`src/rtl/rx_mac_lite_pkg.sv`:
```
// Shared definitions for the rx_mac_lite adapters: framer state type and
// word-size constants derived from the Avalon-ST data bus width.
package rx_mac_lite_pkg;

  localparam int AVST_DATA_WIDTH = 512;
  localparam int BYTES           = AVST_DATA_WIDTH / 8;

  typedef enum logic {
    ST_IDLE     = 1'b0,
    ST_IN_FRAME = 1'b1
  } frame_state_e;

  function automatic int bytes_of(input int data_width);
    return data_width / 8;
  endfunction

endpackage

```
`src/rtl/sat_cnt16.sv`:
```
// 16-bit event counter that sticks at its maximum value instead of wrapping.
module sat_cnt16 (
  input  logic        clk,
  input  logic        rst,
  input  logic        i_inc,
  output logic [15:0] o_cnt
);

  logic [15:0] r_cnt;

  // NOTE: sequential state is written with non-blocking assignments so every
  // flop samples pre-edge values, independent of block evaluation order.
  always_ff @(posedge clk or posedge rst) begin
    if (rst) begin
      r_cnt <= '0;
    end else if (i_inc && (r_cnt != 16'hFFFF)) begin
      r_cnt <= r_cnt + 16'd1;
    end
  end

  assign o_cnt = r_cnt;

endmodule

```
`src/rtl/eth_avst_to_mfb_framer.sv`:
```
// Converts MAC-side Avalon-ST frames into single-region MFB words, one cycle
// later, tagging undersized/errored frames and counting protocol violations.
module eth_avst_to_mfb_framer
  import rx_mac_lite_pkg::*;
#(
  parameter int DATA_WIDTH    = 512,
  parameter int MIN_FRAME_LEN = 64
) (
  input  logic                              CLK,
  input  logic                              RESET,
  input  logic [DATA_WIDTH-1:0]             IN_AVST_DATA,
  input  logic                              IN_AVST_SOP,
  input  logic                              IN_AVST_EOP,
  input  logic                              IN_AVST_VALID,
  input  logic                              IN_AVST_ERROR,
  input  logic [$clog2(DATA_WIDTH/8)-1:0]   IN_AVST_EMPTY,
  output logic [DATA_WIDTH-1:0]             OUT_MFB_DATA,
  output logic                              OUT_MFB_SOF,
  output logic                              OUT_MFB_EOF,
  output logic                              OUT_MFB_SRC_RDY,
  output logic [$clog2(DATA_WIDTH/8)-1:0]   OUT_MFB_EOF_POS,
  output logic                              OUT_MFB_UNDERSIZED,
  output logic                              OUT_MFB_ERROR,
  output logic [15:0]                       OUT_VIOLATION_CNT
);

  localparam int NBYTES = bytes_of(DATA_WIDTH);
  localparam int PW     = $clog2(NBYTES);
  localparam int CW     = $clog2(MIN_FRAME_LEN + 1);
  localparam int SW     = ((CW > PW + 1) ? CW : PW + 1) + 1;

  frame_state_e r_state, w_state_nxt;

  logic [CW-1:0]         r_byte_cnt, w_byte_cnt_nxt;
  logic [SW-1:0]         w_word_bytes;
  logic                  w_src_rdy, w_sof, w_eof, w_undersized, w_error, w_viol;
  logic [PW-1:0]         w_eof_pos;

  logic                  r_src_rdy, r_sof, r_eof, r_undersized, r_error;
  logic [PW-1:0]         r_eof_pos;
  logic [DATA_WIDTH-1:0] r_data;

  // The running length only has to resolve "below MIN_FRAME_LEN or not".
  function automatic logic [CW-1:0] sat_len(input logic [SW-1:0] len);
    return (len >= SW'(MIN_FRAME_LEN)) ? CW'(MIN_FRAME_LEN) : CW'(len);
  endfunction

  always_ff @(posedge CLK or posedge RESET) begin
    if (RESET) begin
      r_state <= ST_IDLE;
    end else begin
      r_state <= w_state_nxt;
    end
  end

  // NOTE: every signal written here gets a default first; a path that left
  // one unassigned would infer a latch.
  always_comb begin
    w_state_nxt    = r_state;
    w_byte_cnt_nxt = r_byte_cnt;
    w_src_rdy      = 1'b0;
    w_sof          = 1'b0;
    w_eof          = 1'b0;
    w_eof_pos      = '0;
    w_error        = 1'b0;
    w_viol         = 1'b0;
    w_word_bytes   = IN_AVST_EOP ? SW'(NBYTES) - SW'(IN_AVST_EMPTY) : SW'(NBYTES);

    if (IN_AVST_VALID) begin
      unique case (r_state)
        ST_IDLE: begin
          if (IN_AVST_SOP) begin
            w_src_rdy      = 1'b1;
            w_sof          = 1'b1;
            w_byte_cnt_nxt = sat_len(w_word_bytes);
            if (IN_AVST_EOP) begin
              w_eof     = 1'b1;
              w_eof_pos = PW'(NBYTES - 1) - IN_AVST_EMPTY;
              w_error   = IN_AVST_ERROR;
            end else begin
              w_state_nxt = ST_IN_FRAME;
            end
          end else begin
            w_viol = 1'b1;
          end
        end
        ST_IN_FRAME: begin
          w_src_rdy = 1'b1;
          if (IN_AVST_SOP) begin
            // A new SOP cuts the current frame short: close it as a full,
            // errored word and drop the SOP itself.
            w_eof          = 1'b1;
            w_eof_pos      = '1;
            w_error        = 1'b1;
            w_byte_cnt_nxt = sat_len(SW'(r_byte_cnt) + SW'(NBYTES));
            w_state_nxt    = ST_IDLE;
            w_viol         = 1'b1;
          end else begin
            w_byte_cnt_nxt = sat_len(SW'(r_byte_cnt) + w_word_bytes);
            if (IN_AVST_EOP) begin
              w_eof       = 1'b1;
              w_eof_pos   = PW'(NBYTES - 1) - IN_AVST_EMPTY;
              w_error     = IN_AVST_ERROR;
              w_state_nxt = ST_IDLE;
            end
          end
        end
      endcase
    end

    w_undersized = w_eof && (w_byte_cnt_nxt < CW'(MIN_FRAME_LEN));
  end

  always_ff @(posedge CLK or posedge RESET) begin
    if (RESET) begin
      r_byte_cnt   <= '0;
      r_src_rdy    <= 1'b0;
      r_sof        <= 1'b0;
      r_eof        <= 1'b0;
      r_eof_pos    <= '0;
      r_undersized <= 1'b0;
      r_error      <= 1'b0;
    end else begin
      r_byte_cnt   <= w_byte_cnt_nxt;
      r_src_rdy    <= w_src_rdy;
      r_sof        <= w_sof;
      r_eof        <= w_eof;
      r_eof_pos    <= w_eof_pos;
      r_undersized <= w_undersized;
      r_error      <= w_error;
    end
  end

  // NOTE: the data path carries no reset; it is only meaningful alongside
  // SRC_RDY, and leaving it unreset keeps the wide register bank cheap.
  always_ff @(posedge CLK) begin
    r_data <= IN_AVST_DATA;
  end

  sat_cnt16 u_violation_cnt (
    .clk   (CLK),
    .rst   (RESET),
    .i_inc (w_viol),
    .o_cnt (OUT_VIOLATION_CNT)
  );

  assign OUT_MFB_DATA       = r_data;
  assign OUT_MFB_SOF        = r_sof;
  assign OUT_MFB_EOF        = r_eof;
  assign OUT_MFB_SRC_RDY    = r_src_rdy;
  assign OUT_MFB_EOF_POS    = r_eof_pos;
  assign OUT_MFB_UNDERSIZED = r_undersized;
  assign OUT_MFB_ERROR      = r_error;

endmodule

```
`config.mk`:
```
export PLATFORM = sky130hd
export DESIGN_NAME = eth_avst_to_mfb_framer
export DESIGN_NICKNAME = d
export VERILOG_FILES = /design/src/rtl/rx_mac_lite_pkg.sv /design/src/rtl/sat_cnt16.sv /design/src/rtl/eth_avst_to_mfb_framer.sv
export SDC_FILE = /design/constraint.sdc
export NUM_CORES = 1
export LEC_CHECK = 0
export BUFFER_PORTS_ARGS = -buffer_cell sky130_fd_sc_hd__buf_2
export CORE_AREA = 2 2 408 410
export DETAILED_ROUTE_END_ITERATION = 16
export DIE_AREA = 0 0 410 412
export PLACE_DENSITY_LB_ADDON = 0.15
export SLEW_MARGIN = 5
export SYNTH_ARGS = -nofsm -noshare
export SYNTH_HDL_FRONTEND = slang
export SYNTH_SLANG_ARGS = --single-unit
```
`constraint.sdc`:
```
create_clock -name CLK -period 4.7 [get_ports CLK]
set_clock_uncertainty 0.1 [all_clocks]
set_input_delay 0.705 -clock CLK [delete_from_list [all_inputs] [get_ports CLK]]
set_output_delay 0.705 -clock CLK [all_outputs]
set_load 0.02 [all_outputs]
```
---- Word-level counts from Yosys, hierarchy flattened ----
Index checks and enable logic that the tools add are counted.
operators by class
  $add $sub $neg .......................... 5
  order comparisons ....................... 4
  eq/ne operators ......................... 1
  muxes and demuxes ....................... 35
  bitwise operators ....................... 1
  reductions and logical operators ........ 2
operator list
  kind                   count
  $mux 7                 6
  $ge 8x7->1 const B     3
  $mux 6                 4
  $mux 1                 17
  $add 16x1->16 const B  1
  $ne 16x16->1 const B   1
  $pmux 7 s2             1
  $pmux 6 s2             1
  $pmux 1 s2             5
  $add 7x7->8 const B    1
  $add 7x8->8            1
  $mux 8                 1
  $sub 7x6->8 const A    1
  $lt 7x7->1 const B     1
  $sub 6x6->6 const A    1
  $logic_and 1x1->1      2
  $not 1->1              1
word-level totals
  register bits ........................... 547
  input bits .............................. 524
  output and inout port bits .............. 539
  logic and storage cells ................. 58

---- Logic depth before layout (Yosys ltp) ----
  depth after elaboration ................. 10
  depth in mapped cells ................... 11
  gate-level depth less buffers ........... 11

---- Cells and area by module ----
From an unflattened synthesis, not the netlist that was laid out.
second synthesis, totals
  cells, all modules ...................... 720
  area total of the unflattened synthesis .. 12341.8 sq um
by module, submodules not included
  module                  instances  cells an instance  area an instance (sq um)  sequential area each (sq um)
  eth_avst_to_mfb_framer  1          649                11536.1                   10725.3
  sat_cnt16               1          71                 805.8                     400.4

---- Least setup slack after synthesis ----
Ideal clock, no wire load.
  path kind ............................... input port to flip-flop
  start ................................... input IN_AVST_EMPTY[0]
  end ..................................... register r_byte_cnt[6]
  setup time .............................. 121 ps
  arrival ................................. 2974 ps
  required time ........................... 4479 ps
  path slack .............................. 1505 ps
  stages .................................. 10
  buffers on the path ..................... 0
  cells stage by stage .................... inv_1 ha_1 or4b_1 and3_1 ha_1 or2_2 a311oi_2 or3_1 nand3_2 a22o_1
between the ends
  word-level cells in the longest chain between the ends .. 8
  elaborated cells between the ends (all ways) .. 11
  those cells by class .................... 2 x add/sub; 2 x order compare; 7 x mux
RTL lines
  item                    RTL line                       RTL
  start: declaration      eth_avst_to_mfb_framer.sv:16   input logic [$clog2(DATA_WIDTH/8)-1:0] IN_AVST_EMPTY,
  $sub 7x6->8 (*)         eth_avst_to_mfb_framer.sv:67   w_word_bytes = IN_AVST_EOP ? SW'(NBYTES) - SW'(IN_AVST_EMPTY) : SW'(NBYTES);
  $mux 8 (*)              eth_avst_to_mfb_framer.sv:67
  $add 7x8->8             eth_avst_to_mfb_framer.sv:99   w_byte_cnt_nxt = sat_len(SW'(r_byte_cnt) + w_word_bytes);
  $ge 8x7->1              eth_avst_to_mfb_framer.sv:45   return (len >= SW'(MIN_FRAME_LEN)) ? CW'(MIN_FRAME_LEN) : CW'(len);
  $mux 7                  eth_avst_to_mfb_framer.sv:45
  $mux 7                  eth_avst_to_mfb_framer.sv:89   if (IN_AVST_SOP) begin
  $pmux 7 s2 (*)          eth_avst_to_mfb_framer.sv:70   unique case (r_state)
  $mux 7 (*)              eth_avst_to_mfb_framer.sv:69   if (IN_AVST_VALID) begin
  via w_byte_cnt_nxt[6]   eth_avst_to_mfb_framer.sv:34   logic [CW-1:0] r_byte_cnt, w_byte_cnt_nxt;
  end signal: assignment  eth_avst_to_mfb_framer.sv:124  r_byte_cnt <= w_byte_cnt_nxt;
  end: declaration        eth_avst_to_mfb_framer.sv:34
The timed path passes the listed nets; every way through them passes the cells marked *.
A chain may end at the register's enable or synchronous reset.

---- Final worst setup path ----
Ends and elaborated chain as after synthesis.

==> results.cfg <==
[clock_tree]
cts.path.max_buffers = 3
clkTransAtPathRegs_ps = 60
ctsResizeCount = 0
insertion_delay_ps = 670
htreeDepth = 3
numCtsBuffers = 74
cts_tree = built
cts.sinks = 547
cts_root_buffer = clkbuf_16

[cells_and_area]
area_growth_pct = 126
postLayoutCoreUtil = 0.170
fillers = 18476
fin_area_um2 = 27900
multiInputGateArea_um2 = 1140
drive_above_1_share = 0.494
seqCellArea_um2 = 11100
finalNetCount = 2888

[critical_path]
worstSetupPathType = primary input to register
crit_family = simple AND/OR/NAND/NOR gates
cp.required_ps = 5160
r2r_end = u_violation_cnt.o_cnt[15]$_DFFE_PP0P_
critPathCaptureType = register
path_cells = buf_2, inv_1, ha_1, or4b_1, and3_1, ha_1, or2_2, a311oi_2, or3_1, nand3_2, a22o_1
max_stage_delay_ps = 500
critPathLaunch = IN_AVST_EMPTY[0]
arrival_ps = 3450
reg2reg_depth = 7
worst_path_most_repeated_cell = ha_1
start_kind = primary input
path_buf_inv = 2
crit_end = r_byte_cnt[6]$_DFF_PP0_
reg2reg_slack_ps = 2080
r2r_start = r_state$_DFFE_PP0P_
critPathMaxFanout = 6
cpMaxStageDelayCell = or4b_1
cp.depth = 11

[sta]
worst_hold_slack_ps = 104
finalCritPeriodShare = 0.635
finalHoldViolCount = 0
drv_slew = 0
fmax_mhz = 335
post-route-min-period_ps = 2980
finalSetupViolCount = 0
relSlewSlack = 0.424
final.setup.tns_ps = 0
rsz0062_at_grt = no
worst_pin_slew_ps = 863

[hold_path]
hp-class = primary input to register

[detailed_routing]
antenna_left = 0
drtPass1Iterations = 4
wl_per_cell_um = 18.1
route.detailed.drc = 0
drtIter0Drc = 375
vias_per_cell = 2.56
vias = 11814
wirelength_um = 83700

[status]
status = finished clean

[logic_synthesis]
synth_most_common_cell = dfxtp_1
ys.flop_type = dfxtp_1
synth_area_um2 = 12300
async_flop_share = 0.0640
synth_commonest_cells = 512 x dfxtp_1, 35 x dfrtp_1, 17 x nand2_1
syn_nets = 1261
synthCells = 726
yosysSeqAreaShare = 0.902
avgSynthCellArea_um2 = 17.0
ys_ff_latch = 547
synth_warnings = 0
synth_edf_count = 0
yosysTopAreaCell = dfxtp_1
synth_area_leaders = dfxtp_1 83%, dfrtp_1 7.1%, ha_1 1.0%, xnor2_1 0.71%, xor2_1 0.57%
synth_top_area_share = 0.831
synth_cell_type_count = 54

[pwr]
ir_drop_v = 0.000272
p_leak_nw = 12.8
power.internal_mw = 9.11
seq_power_share = 0.406
clock_power_share = 0.472
power.switching_mw = 3.34
p_per_area_nw_per_um2 = 446
swShare = 0.268
p_comb_frac = 0.122

[floorplan]
fp.coreArea_um2 = 164000
die_w_um = 410
die_y_um = 412
std_cell_rows = 149
io_pins = 1063
fp.dieArea_um2 = 169000
start_util = 0.0751

[global_routing]
grt_start_max_net_pins = 36
antenna_found_initial = 41
grt_pass1_wl_um = 108000
grt_usage = 0.0949
overflow = 0
grt_pass1_vias = 12639

[place]
io_buffers = 1062
place_hpwl_um = 69900
finalWeightedCongestion = 0.759
place_area_um2 = 20400

[flow_run]
max-cap-violations = 0
routing by layer:
metal	GRT usage	part of all wire	routed length (µm)	vias to the layer above
met3	0.0371	0.084	7070	137
met2	0.156	0.48	40500	500
met1	0.111	0.40	33500	5468
li1	-	-	-	5671
met5	0	0.0028	231	-
met4	0.0348	0.030	2480	38
registers in the layout, summed over array words and instances, names as in the netlist:
name,flops
OUT_MFB_DATA,512
OUT_MFB_EOF,1
OUT_MFB_EOF_POS,6
OUT_MFB_ERROR,1
OUT_MFB_SOF,1
OUT_MFB_SRC_RDY,1
OUT_MFB_UNDERSIZED,1
r_byte_cnt,7
r_state,1
u_violation_cnt.o_cnt,16
per-stage QoR:
stage	setup slack, ps	total power [mW]	instances
after floorplan	1500	5.62	726
final	1720	12.4	4617
after CTS	1820	12.8	4600
after global routing	1630	13.1	4610
after detailed placement	1050	6.35	3971
after global placement	1020	6.36	3971
area by class of cell:
| type | count | share of cell area |
|---|---|---|
| antenna | 17 | 0.00152 |
| clock inverter | 25 | 0.0121 |
| multi-input combinational | 161 | 0.0409 |
| sequential | 547 | 0.399 |
| inverter | 12 | 0.00161 |
| timing repair buffer | 1557 | 0.368 |
| tap | 2189 | 0.0981 |
| clock buffer | 109 | 0.0791 |
cells by family (layout without fill, tap and decap cells):
| logic type | after synthesis | in the layout | share of synthesized area |
|---|---|---|---|
| DFF | 547 | 547 | 0.902 |
| and+or+nand+nor | 74 | 74 | 0.0317 |
| AOI/OAI and AO/OA | 55 | 55 | 0.0332 |
| xor gates and xnor gates | 19 | 19 | 0.0141 |
| buffers and inverters | 18 | 1703 | 0.00578 |
| adders and majority gates | 11 | 11 | 0.0118 |
| muxes | 2 | 2 | 0.00172 |
| other | 0 | 17 | 0 |
cells in the final DEF, fill, tap and decap left out, types with 12 or more instances in the layout:
cell,synthesis,layout
dfxtp_1,512,512
clkbuf_1,3,16
diode_2,0,17
nand2_1,17,17
dfrtp_1,35,35
buf_2,2,1062
nor2_1,12,12
a21oi_1,13,13
clkbuf_16,0,77
dlygate4sd3_1,0,495
clkbuf_8,0,16
worst min-delay path by stage:
stage | startpoint | end | slack [ps] | cells after the start
5_1_grt | IN_AVST_DATA[140] | OUT_MFB_DATA[140]$_DFF_P_ | 30 | 1
3_3_place_gp | u_violation_cnt.o_cnt[12]$_DFFE_PP0P_ | u_violation_cnt.o_cnt[12]$_DFFE_PP0P_ | 380 | 1
6_report | IN_AVST_DATA[224] | OUT_MFB_DATA[224]$_DFF_P_ | 100 | 1
2_1_floorplan | r_byte_cnt[4]$_DFFE_PP0P_ | r_byte_cnt[4]$_DFFE_PP0P_ | 360 | 2
3_5_place_dp | u_violation_cnt.o_cnt[12]$_DFFE_PP0P_ | u_violation_cnt.o_cnt[12]$_DFFE_PP0P_ | 390 | 1
4_1_cts | IN_AVST_DATA[212] | OUT_MFB_DATA[212]$_DFF_P_ | 5 | 1
power by group through the flow:
stage,clock [mW],combinational (mW),sequential (mW)
3_5_place_dp,0,1.19,5.15
5_1_grt,6.35,1.62,5.08
6_report,5.88,1.51,5.06
3_3_place_gp,0,1.20,5.15
4_1_cts,6.19,1.56,5.06
2_1_floorplan,0,0.156,5.47
repair_timing:
action / CTS / global route
buffers inserted: 0 / 0
endpoints found under the hold margin: 495 / 0
hold buffers: 495 / 0
Note: power is estimated with default switching activity, not from simulation.
